## config.mk

```make
export PLATFORM = sky130hd
export DESIGN_NAME = lane_adder_pipe_flat
export DESIGN_NICKNAME = d
export VERILOG_FILES = /design/src/rtl/lane_adder_pipe_if.sv /design/src/rtl/lane_adder_pipe.sv /design/src/flat_wrapper.sv
export SDC_FILE = /design/constraint.sdc
export NUM_CORES = 1
export LEC_CHECK = 0
export ABC_AREA = 1
export CORE_MARGIN = 4
export CORE_UTILIZATION = 35
export DETAILED_ROUTE_END_ITERATION = 10
export DONT_BUFFER_PORTS = 1
export SYNTH_ARGS = -nofsm -noshare
export SYNTH_HDL_FRONTEND = slang
export SYNTH_SLANG_ARGS = --single-unit
```

## constraint.sdc

```tcl
create_clock -name clk -period 2.5 [get_ports clk]
set_input_delay 0.375 -clock clk [delete_from_list [all_inputs] [get_ports clk]]
set_output_delay 0.375 -clock clk [all_outputs]
set_load 0.1 [all_outputs]
```

## src/rtl/lane_adder_pipe_if.sv

```systemverilog
// Valid/ready stream bundle for lane_adder_pipe: input beat side and output sum side.
interface lane_adder_pipe_if #(
    parameter int unsigned W     = 8,
    parameter int unsigned LANES = 4
);
    logic                       in_valid;
    logic                       in_ready;
    logic [LANES*W-1:0]         in_a;
    logic [LANES*W-1:0]         in_b;
    logic                       in_acc;
    logic                       out_valid;
    logic                       out_ready;
    logic [LANES*(W+1)-1:0]     out_sum;

    modport master (
        output in_valid, in_a, in_b, in_acc, out_ready,
        input  in_ready, out_valid, out_sum
    );

    modport slave (
        input  in_valid, in_a, in_b, in_acc, out_ready,
        output in_ready, out_valid, out_sum
    );
endinterface

```

## src/rtl/lane_adder_pipe.sv

```systemverilog
// Multi-lane pipelined adder with backpressure and per-lane saturating accumulators
// updated on each output handshake that carries an accumulate request.
module lane_adder_pipe #(
    parameter int unsigned W      = 8,
    parameter int unsigned LANES  = 4,
    parameter int unsigned STAGES = 2,
    parameter int unsigned ACC_W  = 12
) (
    input  logic                   clk,
    input  logic                   rst_n,
    lane_adder_pipe_if.slave       bus,
    input  logic                   clr_acc,
    output logic [LANES*ACC_W-1:0] acc,
    output logic [LANES-1:0]       ovf,
    output logic [15:0]            txn_cnt
);
    localparam int unsigned SW  = W + 1;
    localparam int unsigned AW1 = ACC_W + 1;

    logic [STAGES-1:0]     v_q, v_d;
    logic [STAGES-1:0]     accf_q, accf_d;
    logic [LANES*SW-1:0]   sums_q [STAGES];
    logic [LANES*SW-1:0]   sums_d [STAGES];
    logic [STAGES-1:0]     adv;
    logic                  all_v;
    logic                  in_ready;
    logic                  in_fire;
    logic                  out_fire;
    logic [LANES*SW-1:0]   new_sums;
    logic [LANES*ACC_W-1:0] acc_q, acc_d;
    logic [LANES-1:0]      ovf_q, ovf_d;
    logic [AW1-1:0]        acc_tmp;
    logic [15:0]           txn_cnt_q, txn_cnt_d;

    // A stage advances unless it and every stage after it are full while the sink stalls.
    always_comb begin
        all_v = 1'b1;
        adv   = '0;
        for (int i = STAGES - 1; i >= 0; i--) begin
            all_v  = all_v & v_q[i];
            adv[i] = v_q[i] & (bus.out_ready | ~all_v);
        end
    end

    assign in_ready = ~v_q[0] | adv[0];
    assign in_fire  = bus.in_valid & in_ready;
    assign out_fire = adv[STAGES-1];

    always_comb begin
        new_sums = '0;
        for (int k = 0; k < LANES; k++) begin
            new_sums[k*SW +: SW] = SW'(bus.in_a[k*W +: W]) + SW'(bus.in_b[k*W +: W]);
        end
    end

    always_comb begin
        for (int i = 0; i < STAGES; i++) begin
            v_d[i]    = v_q[i] & ~adv[i];
            sums_d[i] = sums_q[i];
            accf_d[i] = accf_q[i];
        end
        if (in_fire) begin
            v_d[0]    = 1'b1;
            sums_d[0] = new_sums;
            accf_d[0] = bus.in_acc;
        end
        for (int i = 1; i < STAGES; i++) begin
            if (adv[i-1]) begin
                v_d[i]    = 1'b1;
                sums_d[i] = sums_q[i-1];
                accf_d[i] = accf_q[i-1];
            end
        end
    end

    // Clear is applied before the add so a coincident handshake starts from zero.
    always_comb begin
        acc_d   = acc_q;
        ovf_d   = ovf_q;
        acc_tmp = '0;
        for (int k = 0; k < LANES; k++) begin
            if (clr_acc) begin
                acc_d[k*ACC_W +: ACC_W] = '0;
                ovf_d[k]                = 1'b0;
            end
            if (out_fire && accf_q[STAGES-1]) begin
                acc_tmp = {1'b0, acc_d[k*ACC_W +: ACC_W]}
                        + AW1'(sums_q[STAGES-1][k*SW +: SW]);
                if (acc_tmp[ACC_W]) begin
                    acc_d[k*ACC_W +: ACC_W] = '1;
                    ovf_d[k]                = 1'b1;
                end else begin
                    acc_d[k*ACC_W +: ACC_W] = acc_tmp[ACC_W-1:0];
                end
            end
        end
    end

    assign txn_cnt_d = txn_cnt_q + {15'd0, out_fire};

    always_ff @(posedge clk) begin
        if (!rst_n) begin
            v_q       <= '0;
            accf_q    <= '0;
            acc_q     <= '0;
            ovf_q     <= '0;
            txn_cnt_q <= '0;
            for (int i = 0; i < STAGES; i++) begin
                sums_q[i] <= '0;
            end
        end else begin
            v_q       <= v_d;
            accf_q    <= accf_d;
            acc_q     <= acc_d;
            ovf_q     <= ovf_d;
            txn_cnt_q <= txn_cnt_d;
            for (int i = 0; i < STAGES; i++) begin
                sums_q[i] <= sums_d[i];
            end
        end
    end

    assign bus.in_ready  = in_ready;
    assign bus.out_valid = v_q[STAGES-1];
    assign bus.out_sum   = sums_q[STAGES-1];
    assign acc           = acc_q;
    assign ovf           = ovf_q;
    assign txn_cnt       = txn_cnt_q;
endmodule
```

## src/flat_wrapper.sv

```systemverilog
// flat-port wrapper written by rule: the top's interface ports become plain ports
module lane_adder_pipe_flat 
#(
    parameter int unsigned W      = 8,
    parameter int unsigned LANES  = 4,
    parameter int unsigned STAGES = 2,
    parameter int unsigned ACC_W  = 12
)
  (clk, rst_n, clr_acc, acc, ovf, txn_cnt, bus_in_valid, bus_in_a, bus_in_b, bus_in_acc, bus_out_ready, bus_in_ready, bus_out_valid, bus_out_sum);
  lane_adder_pipe_if #(.W(W), .LANES(LANES)) bus_i ();
  input  logic clk;
  input  logic rst_n;
  input  logic clr_acc;
  output logic [LANES*ACC_W-1:0] acc;
  output logic [LANES-1:0] ovf;
  output logic [15:0] txn_cnt;
  input wire logic [$bits(bus_i.in_valid)-1:0] bus_in_valid;
  input wire logic [$bits(bus_i.in_a)-1:0] bus_in_a;
  input wire logic [$bits(bus_i.in_b)-1:0] bus_in_b;
  input wire logic [$bits(bus_i.in_acc)-1:0] bus_in_acc;
  input wire logic [$bits(bus_i.out_ready)-1:0] bus_out_ready;
  output wire logic [$bits(bus_i.in_ready)-1:0] bus_in_ready;
  output wire logic [$bits(bus_i.out_valid)-1:0] bus_out_valid;
  output wire logic [$bits(bus_i.out_sum)-1:0] bus_out_sum;
  assign bus_i.in_valid = bus_in_valid;
  assign bus_i.in_a = bus_in_a;
  assign bus_i.in_b = bus_in_b;
  assign bus_i.in_acc = bus_in_acc;
  assign bus_i.out_ready = bus_out_ready;
  assign bus_in_ready = bus_i.in_ready;
  assign bus_out_valid = bus_i.out_valid;
  assign bus_out_sum = bus_i.out_sum;
  lane_adder_pipe #(.W(W), .LANES(LANES), .STAGES(STAGES), .ACC_W(ACC_W)) u_core (.clk(clk), .rst_n(rst_n), .bus(bus_i), .clr_acc(clr_acc), .acc(acc), .ovf(ovf), .txn_cnt(txn_cnt));
endmodule
```

Word level (Yosys, flattened, before mapping) --
Memory sizes are Yosys's and may differ from the RTL's. Cells that the tools add are included.
Cells by class: $add $sub $neg 9, multiplexer cells 32, bitwise logic cells 16, reductions and logical operators 1
Operators by type and width (count):
- two-way mux 12 bit | 12
- two-way mux 36 bit | 4
- adder 12 x 9 -> 13 bit | 4
- adder 8 x 8 -> 9 bit | 4
- adder 16 x 1 -> 16 bit | 1
- two-way mux 1 bit | 16
- AND 1 bit | 6
- NOT 1 bit | 5
- bitwise OR 1 bit | 5
- logical AND 1 bit | 1
Word-level totals: bits in registers 72, bits in writable memories 72, bits of input ports 70, output and inout bits 106, word-level logic and storage cells 65, memories 1
Memory list:
- u_core.sums_q | depth 2, width 36, read ports 2, clocked after Yosys merged registers in 0, write ports 2, line lane_adder_pipe.sv:22 | logic [LANES*SW-1:0] sums_q [STAGES];

Longest topological paths before layout --
Gate-level depths: netlist (run 1).
depth in word-level cells 8, gate-level depth with buffers 18

Worst setup path after synthesis (run 1) --
OpenSTA, ideal clock, no wires.
path kind flip-flop to flip-flop, from register u_core.v_q[1], to register u_core.txn_cnt_q[14], in the netlist u_core.txn_cnt[14], data arrival time 2.448 ns, slack -0.065 ns, cell stages (with the launch flop) 14, buffers on the path 0, clock period less this slack 2.565 ns, cell sequence dfxtp_1 -> nand2_1 -> inv_1 -> ha_1 -> ha_1 -> nand2_1 -> nor2_2 -> inv_1 -> nor2_1 -> nand3_1 -> nor3_1 -> nand2_1 -> nand2_1 -> nor2_1
On the way: longest elaborated chain between the ends 4
RTL lines:
- start, declared | line lane_adder_pipe.sv:20 | logic [STAGES-1:0] v_q, v_d;
- start signal, assigned | line lane_adder_pipe.sv:112 | v_q <= v_d;
- NOT 1 bit | line lane_adder_pipe.sv:41 | adv[i] = v_q[i] & (bus.out_ready | ~all_v);
- bitwise OR 1 bit | line lane_adder_pipe.sv:41
- AND 1 bit * | line lane_adder_pipe.sv:41
- adder 16 x 1 -> 16 bit * | line lane_adder_pipe.sv:99 | assign txn_cnt_d = txn_cnt_q + {15'd0, out_fire};
- end signal, assigned | line lane_adder_pipe.sv:116 | txn_cnt_q <= txn_cnt_d;
- end, declared | line lane_adder_pipe.sv:33 | logic [15:0] txn_cnt_q, txn_cnt_d;
Mark *: on every way between the ends. The rest lies on a longest branch, timed or not. A chain may end at the register's enable or synchronous reset.

Worst setup path in the final report (run 1) --
from register u_core.v_q[1], to output port bus_in_ready
On the way: longest elaborated chain between the ends 5
RTL lines:
- AND 1 bit | line lane_adder_pipe.sv:40 | all_v = all_v & v_q[i];
- NOT 1 bit | line lane_adder_pipe.sv:41
- bitwise OR 1 bit | line lane_adder_pipe.sv:41
- AND 1 bit | line lane_adder_pipe.sv:41
- bitwise OR 1 bit | line lane_adder_pipe.sv:45 | assign in_ready = ~v_q[0] | adv[0];
- end, declared | line flat_wrapper.sv:22 | output wire logic [$bits(bus_i.in_ready)-1:0] bus_in_ready;
No other way between the ends.

==> qor.yml, run 1 <==
timing:
  setup_viol: 0
  finalWorstPathRequiredPeriod_ns: 2.20
  skew_ns: 0.00866
  rsz0062_at_grt: "no"
  worst-slew-pin-transition_ns: 0.865
  hold_viol: 0
  tns_ns: 0
  fin_crit_sh_pct: 88.1
  drv_slew: 0
  max_freq_ghz: 0.454
  relSlewSlack_pct: 42.3
worst_setup_path:
  cp_max_fo: 3
  startpoint_type: "flip-flop"
  critPathSlowestCell: "inv_1"
  r2r-start: "u_core.v_q[1]"
  cp_slowest_stage_delay_ns: 0.45
  worstSetupPathType: "reg2out"
  worstPathRequired_ns: 2.12
  rr_worst_depth: 13
  end_kind: "output port"
  crit_chain: "buf_4 > nand2_1 > nor2_2 > inv_1"
  crit_arrival_ns: 1.83
  r2r_end: "u_core.txn_cnt[14]"
  worst-r2r-setup-slack_ns: 0.40
synthesis:
  yosysTopAreaCell: "dfxtp_1"
  syn-num-nets: 1517
  synth_edf_count: 0
  avgSynthCellArea_sq_um: 6.74
  synth_seq_cells: 144
  netlist_top_cells_area: "dfxtp_1, nor2_1, nand2_1"
  yosysMostFrequentCell: "nor2_1"
  ys_seq_area_share_pct: 31.3
  syn_area_sq_mm: 0.00922
  synthTopCellsByCount: "nor2_1, nand2_1, inv_1, dfxtp_1, o21ai_0"
  ys.flop_type: "dfxtp_1"
  netlist.area_leader.share_pct: 31.3
  synth_cells: 1369
  async_reset_ff_share_pct: 0
  synth_warnings: 0
  yosysUniqueCellTypes: 34
finish:
  nets: 1572
  drive_above_1_share_pct: 12.9
  area_delta_synth_final_pct: 15.7
  fin_util_pct: 41.1
  antennaDiodeCount: 0
floorplanning:
  core_sq_mm: 0.0260
  die_width_microns: 170
  design.portCount: 176
  dieArea_sq_mm: 0.0290
  fp.dieH_microns: 170
  initial_core_util_pct: 35.5
  num_rows: 59
clocking:
  cts_buffer_depth: 2
  cts_tree: "done"
  clkLatencyLatePin_ns: 0.42
  htree_levels: 4
  post_cts_resized: 0
  postCtsSetupBuffers: 0
  cts_buffers: 17
  cts_root_buf: "clkbuf_16"
  cts-hold-fix-buffers: 0
  clock_sink_count: 144
  path_clk_slew_ns: 0.06
routing:
  antenna_left: 0
  wl_microns: 24400
  post-route-drc-count: 0
  dr_total_vias: 8371
  drt_first_pass_iters: 5
  routedWlPerCell_microns: 13.8
  viasPerCell: 4.72
  drt_iter0_markers: 475
min_path:
  hold_path_end: "u_core.txn_cnt[11]"
  hp-start: "rst_n"
  whs_path_depth: 2
  worstHoldPathType: "in2reg"
pwr:
  finalPower_mw: 6.09
  peakVddDrop_uv: 393
  p_per_area_mw_per_mm2: 570
  power_leakage_nw: 5.59
grt:
  grt_max_degree: 100
  grt_use_total_pct: 16.7
  grt_pass1_wl_microns: 39300
  antenna_found_initial: 0
  grt_overflow: 0
  grt_pass1_vias: 7821
flow_run:
  drv_cap: 0
placed_design:
  gp_congestion: 0.873
  portBuffers: 0
  post-dp-hpwl_microns: 18700
status:
  status: "finished clean"
[cell type report]
type                            instances  area (sq um)
Clock buffer                           22           494
Clock inverter                         10           100
Fill cell                            2767         15300
Inverter                              183           689
Multi-Input combinational cell        965          5200
Sequential cell                       144          2880
Tap cell                              335           419
Timing Repair Buffer                  113           886
[registers in the layout, indices dropped and copies added, names as in the netlist]
register	flops
u_core.sums_q	72
u_core.acc	48
u_core.txn_cnt	16
u_core.ovf	4
u_core.accf_q	2
u_core.v_q	2
[worst max-delay path, delay by kind of cell (launching register included)]
family / cells / cell delay, ns
flops: 1 / 0.33
buf+inv: 2 / 0.74
simple gates: 2 / 0.34
[kinds of logic (layout without fill, tap and decap cells)]
family / after synthesis / in the layout / share of synthesized area (%)
flops: 144 / 144 / 31.3
buf+inv: 260 / 328 / 12.4
simple gates: 623 / 623 / 28.4
xor+xnor: 49 / 49 / 4.65
fa+ha+maj: 78 / 78 / 11.2
compound gates: 215 / 215 / 12.0
[layout by cell type (no fill, tap or decap), types with 2 or more instances in the layout]
master / synthesis / layout
nand3_2: 4 / 4
a21oi_1: 86 / 86
xor2_1: 37 / 37
o21ai_1: 9 / 9
xnor2_1: 12 / 12
nand3_1: 77 / 77
clkbuf_16: 0 / 17
nor2_2: 8 / 9
o21ai_0: 104 / 104
inv_1: 173 / 173
a21o_1: 8 / 8
nand4_1: 13 / 13
fa_1: 8 / 8
nor3_1: 3 / 3
o21a_1: 2 / 2
inv_2: 9 / 9
nand2_2: 12 / 12
a31oi_1: 5 / 5
clkinvlp_4: 0 / 4
dfxtp_1: 144 / 143
nand2_1: 236 / 236
ha_1: 70 / 70
and2_1: 3 / 3
clkbuf_8: 0 / 5
buf_12: 0 / 3
nand4_4: 3 / 3
nor2_1: 260 / 259
buf_4: 37 / 110
inv_6: 0 / 3
[routing by layer]
metal / share of wire, % / vias up / global-route usage, %
met5: 0 / - / 0
met1: 52 / 3703 / 24.5
met2: 41 / 215 / 24.5
met4: 2.3 / 0 / 5.07
met3: 5.1 / 29 / 3.65
li1: - / 4424 / -
[worst max path at each step]
stage / cells after the start / to / startpoint / slack [ns]
floorplan: 11 / u_core.txn_cnt[14] / u_core.txn_cnt[0] / 0.007
global placement: 14 / u_core.acc[47] / clr_acc / 0.29
detailed placement: 12 / u_core.acc[25] / clr_acc / 0.24
CTS: 4 / bus_in_ready / u_core.v_q[1] / 0.27
global route: 13 / u_core.txn_cnt[14] / u_core.v_q[1] / 0.19
finish: 4 / bus_in_ready / u_core.v_q[1] / 0.30
[metrics by stage]
step | hold slack [ns] | setup WS [ns] | instance area, sq um | cells
2_1_floorplan | 0.446 | 0.00715 | 9230 | 1369
3_3_place_gp | 0.457 | 0.291 | 10100 | 1740
3_5_place_dp | 0.457 | 0.240 | 10100 | 1740
4_1_cts | 0.0464 | 0.271 | 10700 | 1772
5_1_grt | 0.0584 | 0.185 | 10700 | 1772
6_report | 0.0914 | 0.299 | 10700 | 1772
[where the power goes]
group | internal, mW | switching [mW] | total, mW
clock | 1.51 | 1.03 | 2.54
sequential | 2.40 | 0.0687 | 2.47
combinational | 0.304 | 0.770 | 1.07
No activity file was read; power rests on OpenSTA's default activity.
==> run 2, diff against run 1 <==
- ABC_AREA: 1 -> default
- GPL_TIMING_DRIVEN: default -> 0
- SKIP_LAST_GASP: default -> 1
==> qor.yml, run 2 <==
finish:
  final_common_cell: "nand2_1"  # was nor2_1
  largest_register_ffs: 72  # unchanged
  regMostFlops: "u_core.sums_q"  # unchanged
  area_delta_synth_final_pct: 19.0  # was 15.7%
  antennaDiodeCount: 0  # unchanged
  nets: 1219  # was 1,572
  layout_common_cells: "nand2_1, a21oi_1, dfxtp_1"  # was nor2_1, nand2_1, inv_1
  design_area_sq_mm: 0.00995  # was 0.0107 sq mm
  drive_above_1_share_pct: 18.9  # was 12.9%
routing:
  dr_total_vias: 7285  # was 8,371
  drt_first_pass_iters: 5  # unchanged
  drt_iter0_markers: 440  # was 475
  post-route-drc-count: 0  # unchanged
  routedWlPerCell_microns: 18.2  # was 13.8 microns
  wl_microns: 25500  # was 24,400 microns
  viasPerCell: 5.20  # was 4.72
  antenna_left: 0  # unchanged
grt:
  grt_use_total_pct: 18.7  # was 16.7%
  grt_pass1_vias: 6925  # was 7,821
  grt_overflow: 0  # unchanged
  antenna_found_initial: 0  # unchanged
  grt_max_degree: 17  # was 100
  grt_pass1_wl_microns: 38500  # was 39,300 microns
floorplanning:
  die_width_microns: 163  # was 170 microns
  design.portCount: 176  # unchanged
  num_rows: 56  # was 59
  initial_core_util_pct: 35.6  # was 35.5%
  core_sq_mm: 0.0235  # was 0.0260 sq mm
  dieArea_sq_mm: 0.0264  # was 0.0290 sq mm
  fp.dieH_microns: 163  # was 170 microns
synthesis:
  avgSynthCellArea_sq_um: 8.10  # was 6.74 sq um
  ys_seq_area_share_pct: 34.5  # was 31.3%
  ys.flop_type: "dfxtp_1"  # unchanged
  synth_warnings: 0  # unchanged
  synth_edf_count: 0  # unchanged
  synthTopCellsByCount: "nand2_1, dfxtp_1, a21oi_1, ha_1, o21ai_0"  # was nor2_1, nand2_1, inv_1, dfxtp_1, o21ai_0
  syn_area_sq_mm: 0.00836  # was 0.00922 sq mm
  async_reset_ff_share_pct: 0  # unchanged
  synth_seq_cells: 144  # unchanged
  netlist.area_leader.share_pct: 34.5  # was 31.3%
  yosysUniqueCellTypes: 56  # was 34
  yosysTopAreaCell: "dfxtp_1"  # unchanged
  syn-num-nets: 1181  # was 1,517
  yosysMostFrequentCell: "nand2_1"  # was nor2_1
  netlist_top_cells_area: "dfxtp_1, ha_1, a21oi_1"  # was dfxtp_1, nor2_1, nand2_1
  synth_cells: 1033  # was 1,369
timing:
  drv_slew: 0  # unchanged
  hold_viol: 0  # unchanged
  hold_ws_ns: 0.0709  # was 0.0914 ns
  tns_ns: -0.331  # was 0 ns
  max_freq_ghz: 0.380  # was 0.454 GHz
  fin_crit_sh_pct: 105  # was 88.1%
  rsz0062_at_grt: "yes"  # was no
  setup_viol: 10  # was 0
  relSlewSlack_pct: 19.0  # was 42.3%
  worst-slew-pin-transition_ns: 1.21  # was 0.865 ns
  finalWorstPathRequiredPeriod_ns: 2.63  # was 2.20 ns
  worst_slack_ns: -0.135  # was 0.299 ns
  skew_ns: 0.00917  # was 0.00866 ns
pwr:
  p_per_area_mw_per_mm2: 564  # was 570 mW/mm^2
  peakVddDrop_uv: 334  # was 393 uV
  power_leakage_nw: 3.99  # was 5.59 nW
placed_design:
  pre_cts_slack_ns: -0.712  # was 0.240 ns
  post-dp-hpwl_microns: 19700  # was 18,700 microns
  portBuffers: 0  # unchanged
  gp_congestion: 0.857  # was 0.873
  dpl_cell_area_sq_mm: 0.00895  # was 0.0101 sq mm
clocking:
  cts_buffer_depth: 2  # unchanged
  cts_tree: "done"  # unchanged
  path_clk_slew_ns: 0.06  # about the same
  clock_sink_count: 144  # unchanged
  clkLatencyLatePin_ns: 0.43  # was 0.42 ns
  htree_levels: 4  # unchanged
  cts_root_buf: "clkbuf_16"  # unchanged
  cts-hold-fix-buffers: 0  # unchanged
  cts_buffers: 17  # unchanged
worst_setup_path:
  end_kind: "flip-flop"  # was output port
  startpoint_type: "flip-flop"  # unchanged
  worstSetupPathType: "reg2reg"  # was reg2out
  cp_slowest_stage_delay_ns: 0.49  # was 0.45 ns
  cp_top_family: "simple AND/OR/NAND/NOR gates"  # was buffers and inverters
  worstPathRequired_ns: 2.82  # was 2.12 ns
  crit_arrival_ns: 2.95  # was 1.83 ns
  crit_buf_inv: 0  # was 2
  crit_chain: "nor2b_4 > ha_4 > fa_2 > a21o_1 > a21oi_2 > o211ai_1 > a22o_1 > or4_1 > and3_1"  # was buf_4 > nand2_1 > nor2_2 > inv_1
  cp_max_fo: 3  # unchanged
  critPathSlowestCell: "or4_1"  # was inv_1
status:
  status: "finished with violations"  # was finished clean
  failed_checks: "setup timing"
flow_run:
  drv_cap: 0  # unchanged
min_path:
  worstHoldPathType: "in2reg"  # unchanged
run 2: changes by cell type after synthesis, sizes merged, moves of 13 or more:
cell / before / now
nor2: 269 / 64
nor2b: 0 / 52
a21oi: 86 / 124
and3: 0 / 15
nor3: 3 / 20
nand3: 81 / 22
clkbuf: 25 / 41
o21ai: 113 / 66
xor2: 37 / 24
inv: 183 / 36
nand2: 248 / 147
run 2: worst paths after layout:
kind,from,end,slack [ns],depth (start not counted)
hold / removal,bus_in_valid,u_core.v_q[0],0.07,2
setup reg to reg,u_core.acc[24],u_core.acc[33],-0.13,9
hold reg to reg,u_core.accf_q[0],u_core.accf_q[0],0.46,2
setup / recovery,u_core.acc[24],u_core.acc[33],-0.13,9
run 2: worst register-to-register path, cell delays in order, from the launching register on:
cell      delay (ns)
dfxtp_4         0.45
nor2b_4         0.18
ha_4            0.16
fa_2            0.34
a21o_1          0.19
a21oi_2         0.15
o211ai_1        0.15
a22o_1          0.25
or4_1           0.49
and3_1          0.17
run 2: metal layers:
layer  GRT usage (%)  vias to the layer above  wire length, microns
met2            29.8                      189                 11600
met1            24.9                     3400                 12000
met5               0                        -                     0
met4            5.53                        0                   449
li1                -                     3667                     -
met3            5.14                       29                  1470
run 2: logic make-up (layout without fill, tap and decap cells):
family | Yosys count | count (layout) | share of synthesized area [%]
fa+ha+maj | 78 | 78 | 12.4
mux | 2 | 2 | 0.239
compound gates | 286 | 286 | 21.0
flops | 144 | 144 | 34.5
simple gates | 357 | 358 | 19.9
xor+xnor | 48 | 48 | 5.03
buf+inv | 118 | 167 | 7.02
run 2: layout make-up:
cell class                 count  area [sq um]
inverter                      36           135
buffer                        81           508
fill                        2364         13500
tap                          319           399
multi-input combinational    772          5200
timing repair buffer          19           140
clock buffer                  21           493
sequential                   144          3000
clock inverter                10          76.3
run 2: power breakdown:
| part | switching [mW] | internal [mW] |
|---|---|---|
| Clock | 1.04 | 1.41 |
| Combinational | 0.480 | 0.236 |
| Sequential | 0.0895 | 2.35 |
run 2: timing repair:
item,CTS,global route
resized for setup,65,36
endpoints found under the hold margin,0,0
cloned,1,1
setup buffers,17,5
setup endpoints to repair,91,64
pin swaps,16,19
run 2: stage by stage:
stage,total power [mW],util [%],cells
after floorplan,3.04,-,1033
after global placement,3.21,38.1,1352
after detailed placement,3.21,38.1,1352
after CTS,5.66,41.9,1400
after global routing,5.85,42.4,1402
final,5.61,42.4,1402
==> run 3, diff against run 2 <==
- ABC_AREA: default -> 1
- CORE_UTILIZATION: 35 -> 65
- PLACE_DENSITY: default -> 0.81
- REMOVE_ABC_BUFFERS: default -> 1
==> qor.yml, run 3 (same netlist as run 1, synthesis figures left out) <==
flow_run:
  drv_cap: 0  # unchanged
routing:
  routedWlPerCell_microns: 15.2  # was 18.2 microns
  antenna_left: 0  # unchanged
  dr_total_vias: 8361  # was 7,285
  drt_first_pass_iters: 8  # was 5
  post-route-drc-count: 0  # unchanged
  viasPerCell: 5.54  # was 5.20
  wl_microns: 23000  # was 25,500 microns
  drt_iter0_markers: 558  # was 440
floorplanning:
  num_rows: 43  # was 56
  fp.dieH_microns: 127  # was 163 microns
  dieArea_sq_mm: 0.0162  # was 0.0264 sq mm
  die_width_microns: 127  # was 163 microns
  core_sq_mm: 0.0139  # was 0.0235 sq mm
  design.portCount: 176  # unchanged
  initial_core_util_pct: 66.5  # was 35.6%
grt:
  grt_pass1_vias: 7961  # was 6,925
  grt_overflow: 0  # unchanged
  antenna_found_initial: 0  # unchanged
  grt_pass1_wl_microns: 37300  # was 38,500 microns
  grt_use_total_pct: 28.0  # was 18.7%
  grt_max_degree: 100  # was 17
timing:
  worst-slew-pin-transition_ns: 1.35  # was 1.21 ns
  max_freq_ghz: 0.413  # was 0.380 GHz
  relSlewSlack_pct: 10.0  # was 19.0%
  finalWorstPathRequiredPeriod_ns: 2.42  # was 2.63 ns
  worst_slack_ns: 0.0781  # was -0.135 ns
  hold_viol: 0  # unchanged
  skew_ns: 0.00760  # was 0.00917 ns
  setup_viol: 0  # was 10
  rsz0062_at_grt: "yes"  # unchanged
  tns_ns: 0  # was -0.331 ns
  fin_crit_sh_pct: 96.9  # was 105%
  drv_slew: 0  # unchanged
clocking:
  cts_tree: "done"  # unchanged
  path_clk_slew_ns: 0.06  # about the same
  htree_levels: 4  # unchanged
  cts_buffer_depth: 2  # unchanged
  cts-hold-fix-buffers: 0  # unchanged
  cts_root_buf: "clkbuf_16"  # unchanged
  cts_buffers: 17  # unchanged
  clkLatencyLatePin_ns: 0.43  # about the same
  clock_sink_count: 144  # unchanged
placed_design:
  pre_cts_slack_ns: -0.701  # was -0.712 ns
  post-dp-hpwl_microns: 15300  # was 19,700 microns
  portBuffers: 0  # unchanged
  gp_congestion: 0.892  # was 0.857
worst_setup_path:
  cp_max_fo: 38  # was 3
  startpoint_type: "flip-flop"  # unchanged
  cp_top_family: "simple AND/OR/NAND/NOR gates"  # unchanged
  worstSetupPathType: "reg2reg"  # unchanged
  worstPathRequired_ns: 2.82  # about the same
  cp_slowest_stage_delay_ns: 0.67  # was 0.49 ns
  crit_arrival_ns: 2.74  # was 2.95 ns
  crit_chain: "nand2_1 > nor2_4 > nor2_4 > inv_2 > nor2_1 > nor2_1"  # was nor2b_4 > ha_4 > fa_2 > a21o_1 > a21oi_2 > o211ai_1 > a22o_1 > or4_1 > and3_1
  critPathSlowestCell: "nor2_4"  # was or4_1
  end_kind: "flip-flop"  # unchanged
  crit_buf_inv: 1  # was 0
finish:
  final_common_cell: "nor2_1"  # was nand2_1
  regMostFlops: "u_core.sums_q"  # unchanged
  fillCellCount: 1166  # was 2,364
  largest_register_ffs: 72  # unchanged
  layout_common_cells: "nor2_1, nand2_1, inv_1"  # was nand2_1, a21oi_1, dfxtp_1
  area_delta_synth_final_pct: 6.63  # was 19.0%
  antennaDiodeCount: 0  # unchanged
  drive_above_1_share_pct: 11.4  # was 18.9%
  multi_input_area_sq_mm: 0.00525  # was 0.00520 sq mm
  nets: 1463  # was 1,219
  seq_area_sq_mm: 0.00298  # was 0.00300 sq mm
pwr:
  swShare_pct: 29.6  # was 28.7%
  power.share.clock_pct: 44.6  # was 43.8%
  power_frac_seq_pct: 45.2  # was 43.4%
  power_leakage_nw: 5.03  # was 3.99 nW
  peakVddDrop_uv: 419  # was 334 uV
  p_switching_mw: 1.85  # was 1.61 mW
  p_per_area_mw_per_mm2: 636  # was 564 mW/mm^2
  p_int_mw: 4.40  # was 4.00 mW
  comb_power_share_pct: 10.2  # was 12.8%
status:
  status: "finished clean"  # was finished with violations
min_path:
  worstHoldPathType: "in2reg"  # unchanged
run 3: cell count changes in the layout (fill, tap and decap cells not counted), sizes merged, moves of 52 or more:
cell,previous run,this run
nor2,65,270
nand2,147,248
nor2b,52,0
nand3,22,81
inv,38,183
buf,60,2
run 3: per-layer routing:
| layer | vias to the layer above | wire [microns] | track usage, % |
|---|---|---|---|
| met1 | 3796 | 9480 | 33.7 |
| met2 | 287 | 11100 | 47.4 |
| met4 | 0 | 753 | 11.9 |
| met5 | - | 0 | 0 |
| met3 | 63 | 1620 | 7.53 |
| li1 | 4215 | - | - |
run 3: area by class of cell:
| class | instances | area share (%) |
|---|---|---|
| inverters | 183 | 7.14 |
| well taps | 180 | 2.29 |
| clock inverters | 11 | 1.81 |
| multi-input cells | 966 | 53.3 |
| repair inverters | 1 | 0.0763 |
| clock buffers | 21 | 4.78 |
| repair buffers | 2 | 0.280 |
| flip-flops and latches | 144 | 30.3 |
run 3: power by group through the flow:
stage | Clock, mW | Combinational [mW] | Sequential (mW)
detailed placement | 0 | 0.618 | 2.87
global placement | 0 | 0.602 | 2.87
global route | 2.91 | 0.738 | 2.84
CTS | 2.79 | 0.633 | 2.82
finish | 2.79 | 0.637 | 2.83
floorplan | 0 | 0.492 | 2.84
run 3: final timing paths:
kind / from / endpoint / slack, ns / cells past startpoint
max: u_core.v_q[1] / u_core.sums_q[0][58] / 0.08 / 6
min reg2reg: u_core.sums_q[0][8] / u_core.sums_q[0][8] / 0.47 / 2
max reg2reg: u_core.v_q[1] / u_core.sums_q[0][58] / 0.08 / 6
min: rst_n / u_core.acc[35] / 0.06 / 2
run 3: through the flow:
step / util (%) / power [mW] / area, sq um / hold WS, ns / cells
global route: 70.9 / 6.49 / 9840 / 0.0554 / 1508
floorplan: - / 3.33 / 8770 / 0.446 / 1292
CTS: 70.0 / 6.25 / 9720 / 0.0455 / 1506
global placement: 64.8 / 3.47 / 8990 / 0.456 / 1472
finish: 70.9 / 6.25 / 9840 / 0.0580 / 1508
detailed placement: 65.0 / 3.49 / 9020 / 0.459 / 1473
run 3: worst register-to-register path, stage by stage (launching register included):
cell and delay (ns):
dfxtp_4 0.45, nand2_1 0.17, nor2_4 0.09, nor2_4 0.67
inv_2 0.56, nor2_1 0.29, nor2_1 0.07
run 3: repair_timing:
action                     4_1_cts  5_1_grt
gates cloned                     1        1
setup endpoints to repair      118      109
pin swaps                        1        3
buffers inserted                 0        1
resized for setup               25       62
